==> src/rtl/flipflop_register_multimode.sv <==
// Multi-mode register bank: each cycle the whole word holds, loads, toggles,
// updates as JK, counts up/down or shifts left, with wrap and change status.
module flipflop_register_multimode #(
  parameter int unsigned           WIDTH       = 4,
  parameter logic [WIDTH-1:0]      RESET_VALUE = '0
) (
  input  logic             clk,
  input  logic             rst,
  input  logic             en,
  input  logic [2:0]       mode,
  input  logic [WIDTH-1:0] d,
  input  logic [WIDTH-1:0] t,
  input  logic             sin,
  output logic [WIDTH-1:0] q,
  output logic [WIDTH-1:0] q_inverse,
  output logic             tc,
  output logic             changed
);

  typedef enum logic [2:0] {
    MODE_HOLD     = 3'b000,
    MODE_LOAD     = 3'b001,
    MODE_TOGGLE   = 3'b010,
    MODE_JK       = 3'b011,
    MODE_UP       = 3'b100,
    MODE_DOWN     = 3'b101,
    MODE_SHIFT    = 3'b110,
    MODE_RESERVED = 3'b111
  } mode_e;

  localparam logic [WIDTH-1:0] ONE = {{(WIDTH-1){1'b0}}, 1'b1};

  logic [WIDTH-1:0] q_next;
  logic             wrap;

  // Unknown en or mode falls through to the hold defaults, so no status pulses.
  always_comb begin
    q_next = q;
    wrap   = 1'b0;
    if (en == 1'b1) begin
      case (mode)
        MODE_LOAD:   q_next = d;
        MODE_TOGGLE: q_next = q ^ t;
        MODE_JK:     q_next = (d & ~q) | (~t & q);
        MODE_UP: begin
          q_next = q + ONE;
          wrap   = (q == '1);
        end
        MODE_DOWN: begin
          q_next = q - ONE;
          wrap   = (q == '0);
        end
        MODE_SHIFT:  q_next = {q[WIDTH-2:0], sin};
        default:     q_next = q;
      endcase
    end
  end

  always_ff @(posedge clk) begin
    if (rst) begin
      q         <= RESET_VALUE;
      q_inverse <= ~RESET_VALUE;
      tc        <= 1'b0;
      changed   <= 1'b0;
    end else begin
      q         <= q_next;
      q_inverse <= ~q_next;
      tc        <= wrap;
      changed   <= (q_next != q);
    end
  end

endmodule

==> config.mk <==
export PLATFORM = sky130hd
export DESIGN_NAME = flipflop_register_multimode
export DESIGN_NICKNAME = d
export VERILOG_FILES = /design/src/rtl/flipflop_register_multimode.sv
export SDC_FILE = /design/constraint.sdc
export NUM_CORES = 1
export LEC_CHECK = 0
export CAP_MARGIN = 20
export CELL_PAD_IN_SITES_DETAIL_PLACEMENT = 0
export CELL_PAD_IN_SITES_GLOBAL_PLACEMENT = 1
export CORE_ASPECT_RATIO = 0.8
export CORE_MARGIN = 4
export CORE_UTILIZATION = 36
export CTS_CLUSTER_SIZE = 8
export DETAILED_ROUTE_END_ITERATION = 8
export PLACE_DENSITY = 0.85
export SKIP_LAST_GASP = 1
export SYNTH_ARGS = -nofsm -noshare
export SYNTH_HDL_FRONTEND = slang
export SYNTH_SLANG_ARGS = --single-unit
==> constraint.sdc <==
create_clock -name clk -period 3.8 [get_ports clk]
set_clock_uncertainty 0.1 [all_clocks]
set_input_delay 0.76 -clock clk [delete_from_list [all_inputs] [get_ports clk]]
set_output_delay 0.76 -clock clk [all_outputs]
set_load 0.01 [all_outputs]
==> metrics.md, run 1 <==
| Metric | Value |
|---|---|
| Status | `finished, final reports clean` |
| Yosys reg bits | `10` |
| Total gr overflow | `0` |
| Vias/cell | `between 5 and 6` |
| CTS Buffer Depth | `2` |
| Worst setup margin | `~0.96 ns` |
| Initial antenna violation count | `0` |
| CP max FO | `18` |
| Power per standard cell area | `277 mW/mm^2` |
| DRT Pass-1 Iters | `4` |
| Area delta synth->final | `29.6%` |
| Fin Setup TNS | `0 ns` |
| Htree depth | `1` |
| Crit. End Element | `register` |
| Pwr Total | `between 0.3 and 0.4 mW` |
| Commonest non-fill, non-tap cell in the layout | `clkdlybuf4s50_1` |
| Post-DP HPWL | `1760 um` |
| FFs w/ async S/R, synth | `0%` |
| Clock transition at the registers of the reported paths | `approximately 0.07 ns` |
| Commonest non-fill, non-tap cells in the layout | `clkdlybuf4s50_1, a21oi_1, nor2_1, dfxtp_1, o21ai_0` |
| Detail Route Antenna Nets | `0` |
| Worst IR Drop VDD | `around 0.22 mV` |
| RSZ-0062 raised after global routing | `false` |
| WHS | `approximately 0.59 ns` |
| # clock sinks | `10` |
| Final WL | `2410 um` |
| Yosys top cell by area | `dfxtp_1` |
| Post-synthesis sequential area ratio | `between 20% and 30%` |
| Syn_nets | `131` |
| Critical path startpoint category | `input port` |
| Layout cell share with drive strength beyond 1 | `roughly 9%` |
| Slew margin rel. | `65.0%` |
| Total setup buffers inserted after CTS | `0` |
| Minimum clock period | `2.84 ns` |
| DR iter-0 viols | `19` |
| Final setup violation count | `0` |
| Hold Fails Final Rpt | `0` |
| Critical Path RT | `roughly 3.8 ns` |
| Row count | `15` |
| Post-CTS Hold Buffers | `0` |
| Final Util | `~51%` |
| Top Ports | `25` |
| Crit Path Category | `input port to register` |
| Place WS | `roughly 0.71 ns` |
| Die Ht | `52.5 um` |
| ANT cells | `0` |
| Netlist cell types | `40` |
| Routed vias | `approximately 960` |
| PortBufs | `24` |
| Area fraction of the dominant cell type after synthesis | `between 20% and 30%` |
| CTS tree | `built` |
| All-Layer GR Usage | `15.2%` |
| Root buffer cell | `clkbuf_4` |
| First-pass GRT wire length | `4030 um` |
| DR WL/cell | `14.9 um` |
| Core area | `roughly 0.0023 sq mm` |
| Ys Warns | `0` |
| CP arrival | `about 2.9 ns` |
| Leakage power | `0.446 nW` |
| Period Utilization, post-route | `74.9%` |
| Worst-Skew Late Latency | `0.27 ns` |
| Worst hold path class | `register to register` |
| Chip width | `63.7 um` |
| Cells after synthesis | `roughly 120` |
| RD Place Congestion | `slightly above 0.8` |
| Number of global-route vias before repair | `between 900 and 1k` |
| Final #Nets | `153` |
| Post-Syn Area | `between 800 and 900 sq um` |
| CTS Buf Count | `3` |
| DIE AREA | `0.00334 sq mm` |
| # resized after CTS | `0` |
| Final Max Tran Viols | `0` |
| Synth top area cells | `dfxtp_1, a21oi_1, nor2_1, o21ai_0, a21o_1` |
| Initial core utilization | `slightly below 40%` |
| Top FF cell, synth | `dfxtp_1` |
| Largest net degree at the start of global routing | `23` |
| Max Clock Freq | `0.352 GHz` |
| Post-synth EDFFs | `0` |
| Max-cap violation count | `0` |
| Mean area per synthesized cell | `7.76 sq um` |
| R2R Setup Slk | `1.84 ns` |
| Worst slew pin tran | `between 0.5 and 0.6 ns` |
| DRC viols | `0` |
## stage by stage
| stage | cells | instance area [sq um] |
|---|---|---|
| after floorplan | 115 | 892 |
| after global placement | 157 | 1120 |
| after detailed placement | 157 | 1120 |
| after CTS | 161 | 1160 |
| after global routing | 161 | 1160 |
| final | 161 | 1160 |
## cells by family (layout without fill, tap and decap cells)
logic type	after synthesis	after routing	share of synthesized area, %
AOI/OAI and AO/OA	43	43	32.7
xor gates and xnor gates	3	3	2.95
adders and majority gates	1	1	1.40
buffers and inverters	15	36	9.54
DFF	10	10	22.4
muxes	3	3	3.51
and+or+nand+nor	40	40	27.5
## state kept, by name, indices dropped and copies added, names as in the netlist
signal,flops
changed,1
q_inverse,4
q,4
tc,1
## power by group
part	internal, mW	total, mW	switching, mW
logic	0.0544	0.103	0.0486
clock network	0.0582	0.0954	0.0372
registers	0.111	0.121	0.0102
## cell usage after synthesis (2+ instances only)
cell,n
a211o_1,2
a211oi_1,2
a21o_1,4
a21oi_1,11
a311oi_1,2
a31oi_1,2
and4b_1,2
buf_2,5
buf_4,2
buf_6,2
dfxtp_1,10
inv_1,5
mux2i_1,2
nand2_1,6
nand2b_1,4
nand3_1,5
nor2_1,10
nor2b_1,4
o2111ai_1,2
o21ai_0,7
o21bai_1,3
o31ai_1,2
or3_1,2
xnor2_1,3
## layer usage
metal / up-vias / global-route usage (%) / wire length (um)
met5: - / 0 / 0
met4: 0 / 3.58 / 18
met3: 4 / 4.08 / 135
met2: 31 / 27.6 / 1120
met1: 452 / 17.9 / 1140
li1: 468 / - / -
## critical path: stages
cell,delay (ns)
clkdlybuf4s50_1,0.39
buf_4,0.19
nor2b_1,0.25
nand2_1,0.12
xnor2_1,0.14
ha_1,0.28
a21oi_1,0.09
or3_1,0.32
a32oi_1,0.22
a311oi_1,0.11
## cell type report
| class | count | area (sq um) |
|---|---|---|
| Clock buffer | 4 | 36.3 |
| Sequential cell | 10 | 200 |
| Timing Repair Buffer | 27 | 263 |
| Multi-Input combinational cell | 90 | 607 |
| Tap cell | 25 | 31.3 |
| Fill cell | 239 | 1100 |
| Inverter | 5 | 18.8 |
## worst paths after layout
kind / startpoint / to / cells after the start
setup / recovery: mode[1] / changed / 10
hold / removal: q[3] / q[3] / 2
setup reg to reg: q[1] / changed / 6
hold reg to reg: q[3] / q[3] / 2
(Power assumes the default switching activity.)
==> inputs of run 2 (changes only) <==
CORE_UTILIZATION = 30   (was 36)
PLACE_DENSITY = 0.76   (was 0.85)
clock period = 2.53 ns   (was 3.8 ns; I/O delays follow)
==> run 2 against run 1 <==
Clock-buffer cell count down 1. Combinational power up 50%. Critical endpoint unchanged. Register-to-register slack worse by 1.2 ns. Flip-flop and latch count unchanged. Highest routed layer is now met3. Critical path type unchanged.
==> metrics.md, run 2 (same netlist as run 1, synthesis figures left out) <==
| Metric | Value |
|---|---|
| Post-DP HPWL | `around 1800 um` |
| FF/Latch Area | `between 200 and 250 sq um` |
| RSZ-0062 raised after global routing | `false` |
| Multi-input logic area | `approximately 610 sq um` |
| Chip width | `a little under 70 um` |
| Vias/cell | `about 5.2` |
| Worst IR Drop VDD | `around 0.25 mV` |
| Final Instance Area | `between 0.001 and 0.0015 sq mm` |
| Slew margin rel. | `between 60 and 70%` |
| All-Layer GR Usage | `a little over an eighth` |
| Placed cell count | `~170` |
| GRT met2 Usage | `~19%` |
| Detail Route Antenna Nets | `0` |
| Commonest non-fill, non-tap cells in the layout | `clkdlybuf4s50_1, a21oi_1, nor2_1, dfxtp_1, o21ai_0` |
| Total setup buffers inserted after CTS | `0` |
| DRC viols | `0` |
| Initial antenna violation count | `0` |
| Largest regs | `q: 4 flops, q_inverse: 4 flops` |
| RD Place Congestion | `approximately 0.85` |
| WHS | `between 0.5 and 0.6 ns` |
| Fin cells | `174` |
| CTS Buffer Depth | `2` |
| Final Util | `around 42%` |
| # resized after CTS | `0` |
| Root buffer cell | `clkbuf_8` |
| Largest net degree at the start of global routing | `22` |
| Post-CTS Hold Buffers | `0` |
| Critical path startpoint category | `input port` |
| Placed inst area | `~0.0011 sq mm` |
| Worst slew pin tran | `around 0.55 ns` |
| PortBufs | `24` |
| Final #Nets | `approximately 150` |
| Minimum clock period | `around 2.3 ns` |
| CP arrival | `approximately 2.3 ns` |
| CP max FO | `3` |
| Initial core utilization | `a little under a third` |
| Hold Fails Final Rpt | `0` |
| Status | `finished, final reports clean` |
| Core area | `0.00281 sq mm` |
| Final WL | `roughly 2400 um` |
| Worst setup margin | `0.197 ns` |
| ANT cells | `0` |
| Area delta synth->final | `32.8%` |
| Total gr overflow | `0` |
| First-pass GRT wire length | `around 4000 um` |
| CTS Buf Count | `3` |
| Top Ports | `25` |
| Htree depth | `1` |
| Max Clock Freq | `0.429 GHz` |
| CTS tree | `built` |
| DR WL/cell | `around 14 um` |
| Worst-Skew Late Latency | `0.23 ns` |
| DRT Pass-1 Iters | `4` |
| Critical Path RT | `2.53 ns` |
| Final setup violation count | `0` |
| GR Util met1 | `between 10% and 20%` |
| Crit Path Category | `input port to register` |
| Max-cap violation count | `0` |
| # clock sinks | `10` |
| Fill cells | `slightly above 300` |
| Met3 GRT Util | `around 4.6%` |
| Commonest non-fill, non-tap cell in the layout | `clkdlybuf4s50_1` |
| Clock transition at the registers of the reported paths | `roughly 0.05 ns` |
| Period Utilization, post-route | `just over 90%` |
| DR iter-0 viols | `between 80 and 90` |
| Routed vias | `910` |
| Row count | `17` |
| Die Ht | `roughly 57 um` |
| Worst hold path class | `register to register` |
| Leakage power | `0.452 nW` |
| Place WS | `-0.0642 ns` |
| Power per standard cell area | `roughly 420 mW/mm^2` |
| Crit. End Element | `register` |
| Layout cell share with drive strength beyond 1 | `between 8 and 9%` |
| DIE AREA | `0.00392 sq mm` |
| Final Max Tran Viols | `0` |
| GRT Max-Usage Layer | `met2` |
| Number of global-route vias before repair | `just under 900` |
run 2: final timing paths:
path              startpoint      end  slack (ns)  depth (start not counted)
setup / recovery     mode[2]  changed        0.20                          9
hold / removal          q[3]     q[3]        0.58                          2
setup reg to reg        q[1]  changed        0.61                          6
hold reg to reg         q[3]     q[3]        0.58                          2
run 2: critical path, cell delays in order:
cell	delay [ns]
clkdlybuf4s50_1	0.47
nor2b_1	0.16
nand2_1	0.09
xnor2_1	0.13
ha_1	0.28
a21oi_1	0.09
or3_1	0.31
a32oi_1	0.19
a311oi_1	0.10
run 2: through the flow:
stage | total power [mW] | setup TNS [ns]
3_3_place_gp | 0.338 | 0
5_1_grt | 0.534 | 0
2_1_floorplan | 0.281 | 0
6_report | 0.500 | 0
4_1_cts | 0.507 | 0
3_5_place_dp | 0.341 | -0.0642
run 2: cell type report:
cell class	count	area share, %
Clock buffer	3	3.48
Inverter	5	1.58
Multi-Input combinational cell	90	51.2
Sequential cell	10	16.9
Tap cell	38	4.01
Timing Repair Buffer	28	22.8
run 2: per-layer routing:
metal / share of wire (%) / vias up
met1: 51 / 418
met4: 0 / 0
met2: 43 / 24
met3: 5.3 / 0
met5: 0 / -
li1: - / 468
run 2: power by group:
| part | internal (mW) | total (mW) | leakage, nW | switching [mW] |
|---|---|---|---|---|
| clock network | 0.104 | 0.162 | 0.0216 | 0.0582 |
| registers | 0.168 | 0.184 | 0.0819 | 0.0157 |
| logic | 0.0827 | 0.154 | 0.348 | 0.0716 |
| total | 0.354 | 0.500 | 0.452 | 0.146 |
==> inputs of run 3 (changes only) <==
CORE_MARGIN = 2   (was 4)
GPL_TIMING_DRIVEN = 0   (was not set)
==> run 3 against run 2 <==
Die area is 12% lower. Core utilization is 2.0 points higher. Cell area is 3.9% higher. Clock power is 22% higher. Fmax is 4.9% lower. Global-route usage is 1.6 points higher. Sequential share of layout area is 0.64 points lower.
==> metrics.md, run 3 (same netlist as run 1, synthesis figures left out) <==
| Metric | Value |
|---|---|
| Worst IR Drop VDD | `approximately 0.35 mV` |
| CP Cell Sequence | `clkdlybuf4s50_1, buf_4, nand2_1, xnor2_1, ha_1, a21oi_1, or3_1, a32oi_2, a311oi_1` |
| PortBufs | `22` |
| Clock transition at the registers of the reported paths | `about 0.050 ns` |
| Final Max Tran Viols | `0` |
| Placed cell count | `175` |
| Top Ports | `25` |
| Post-CTS Hold Buffers | `0` |
| Max incr delay on CP | `about 0.53 ns` |
| Area delta synth->final | `38.0%` |
| RD Place Congestion | `0.853` |
| Largest regs | `q: 4 flops, q_inverse: 4 flops` |
| Placed inst area | `about 0.0012 sq mm` |
| Final setup violation count | `0` |
| DRT Pass-1 Iters | `4` |
| Root buffer cell | `clkbuf_8` |
| Total gr overflow | `0` |
| Fin cells | `179` |
| Vias/cell | `approximately 5.3` |
| R2R Setup Slk | `between 0.6 and 0.7 ns` |
| Initial core utilization | `roughly a third` |
| Critical Path RT | `2.53 ns` |
| DRC viols | `0` |
| Hold Path Sink | `q[1]` |
| First-pass GRT wire length | `3930 um` |
| Final WL | `~2400 um` |
| Post-DP HPWL | `1840 um` |
| Critical path startpoint category | `input port` |
| Final Instance Area | `~0.0012 sq mm` |
| Detail Route Antenna Nets | `0` |
| CTS Buffer Depth | `2` |
| Worst-Skew Late Latency | `roughly 0.23 ns` |
| DIE AREA | `around 0.0034 sq mm` |
| Hold Path Depth | `3` |
| # clock sinks | `10` |
| Hold Fails Final Rpt | `0` |
| Initial antenna violation count | `0` |
| Worst slew pin tran | `0.438 ns` |
| Leakage power | `slightly below 0.5 nW` |
| Worst hold path class | `register to register` |
| All-Layer GR Usage | `14.7%` |
| Slew margin rel. | `a little over two thirds` |
| CP top delay family | `buffers and inverters` |
| CP arrival | `~2.5 ns` |
| Routed vias | `~960` |
| Crit Path Category | `input port to register` |
| Status | `finished, final reports clean` |
| Crit Reg-Reg Endpoint | `changed` |
| Commonest non-fill, non-tap cells in the layout | `clkdlybuf4s50_1, a21oi_1, nor2_1, dfxtp_1, o21ai_0` |
| CTS Buf Count | `3` |
| Minimum clock period | `2.45 ns` |
| Worst path depth | `9` |
| Max-cap violation count | `0` |
| Largest net degree at the start of global routing | `11` |
| Commonest non-fill, non-tap cell in the layout | `clkdlybuf4s50_1` |
| CP max FO | `10` |
| Chip width | `~65 um` |
| Die Ht | `52.8 um` |
| Period Utilization, post-route | `a little over nine tenths` |
| RR Startpoint | `q[1]` |
| DR iter-0 viols | `48` |
| Number of global-route vias before repair | `about 850` |
| Final #Nets | `between 150 and 200` |
| DR WL/cell | `approximately 13 um` |
| Layout cell share with drive strength beyond 1 | `14.2%` |
| Power per standard cell area | `approximately 440 mW/mm^2` |
| Fill cells | `between 200 and 300` |
| Max Clock Freq | `a little over 0.4 GHz` |
| CP max stage cell | `clkdlybuf4s50_1` |
| Row count | `17` |
| Htree depth | `1` |
| WHS | `approximately 0.54 ns` |
| Core area | `0.00279 sq mm` |
| CP Buf/Inv Count | `2` |
| Reg2reg path depth | `7` |
| Hold Crit Start | `q[1]` |
| ANT cells | `0` |
| Crit. End Element | `register` |
| CTS tree | `built` |
| Total setup buffers inserted after CTS | `0` |
[run 3: layer usage]
metal / GRT usage (%) / part of all wire [%]
met4: 1.77 / 0.76
met5: 0 / 0
met3: 3.44 / 5.5
met1: 20.5 / 51
met2: 23.7 / 43
[run 3: worst max-delay path by stage]
stage / from / to / slack [ns]
2_1_floorplan: mode[1] / changed / 0.34
3_3_place_gp: mode[2] / changed / -0.43
3_5_place_dp: mode[2] / changed / -0.44
4_1_cts: mode[0] / changed / 0.009
5_1_grt: mode[0] / changed / -0.004
6_report: mode[0] / changed / 0.08
[run 3: area by class of cell]
| cell class | instances | area [sq um] | area share [%] |
|---|---|---|---|
| clock buffer | 4 | 55.1 | 4.47 |
| inverter | 5 | 18.8 | 1.52 |
| sequential | 10 | 200 | 16.3 |
| buffer | 10 | 68.8 | 5.59 |
| timing repair buffer | 22 | 219 | 17.8 |
| tap | 38 | 47.5 | 3.86 |
| multi-input combinational | 90 | 622 | 50.5 |
[run 3: report_power, final]
part | internal [mW] | total (mW) | leakage, nW | switching (mW)
Combinational | 0.0872 | 0.172 | 0.375 | 0.0851
Clock | 0.137 | 0.198 | 0.0288 | 0.0610
Sequential | 0.168 | 0.173 | 0.0819 | 0.00535
[run 3: repair_timing]
action	in CTS	in global routing
setup endpoints to repair	1	1
cloned	0	0
resized for setup	3	3
[run 3: tightest hold or removal path, stage by stage (launching register included)]
cell and delay [ns]:
dfxtp_1 0.31, buf_6 0.14, nand2_1 0.08, a21oi_1 0.06
[run 3: per-stage QoR]
stage / utilization [%] / setup TNS [ns] / power [mW] / setup slack (ns)
2_1_floorplan: - / 0 / 0.281 / 0.342
3_3_place_gp: 41.6 / -1.06 / 0.342 / -0.429
3_5_place_dp: 41.6 / -1.17 / 0.344 / -0.436
4_1_cts: 43.8 / 0 / 0.547 / 0.00893
5_1_grt: 44.2 / -0.00442 / 0.581 / -0.00442
6_report: 44.2 / 0 / 0.543 / 0.0762
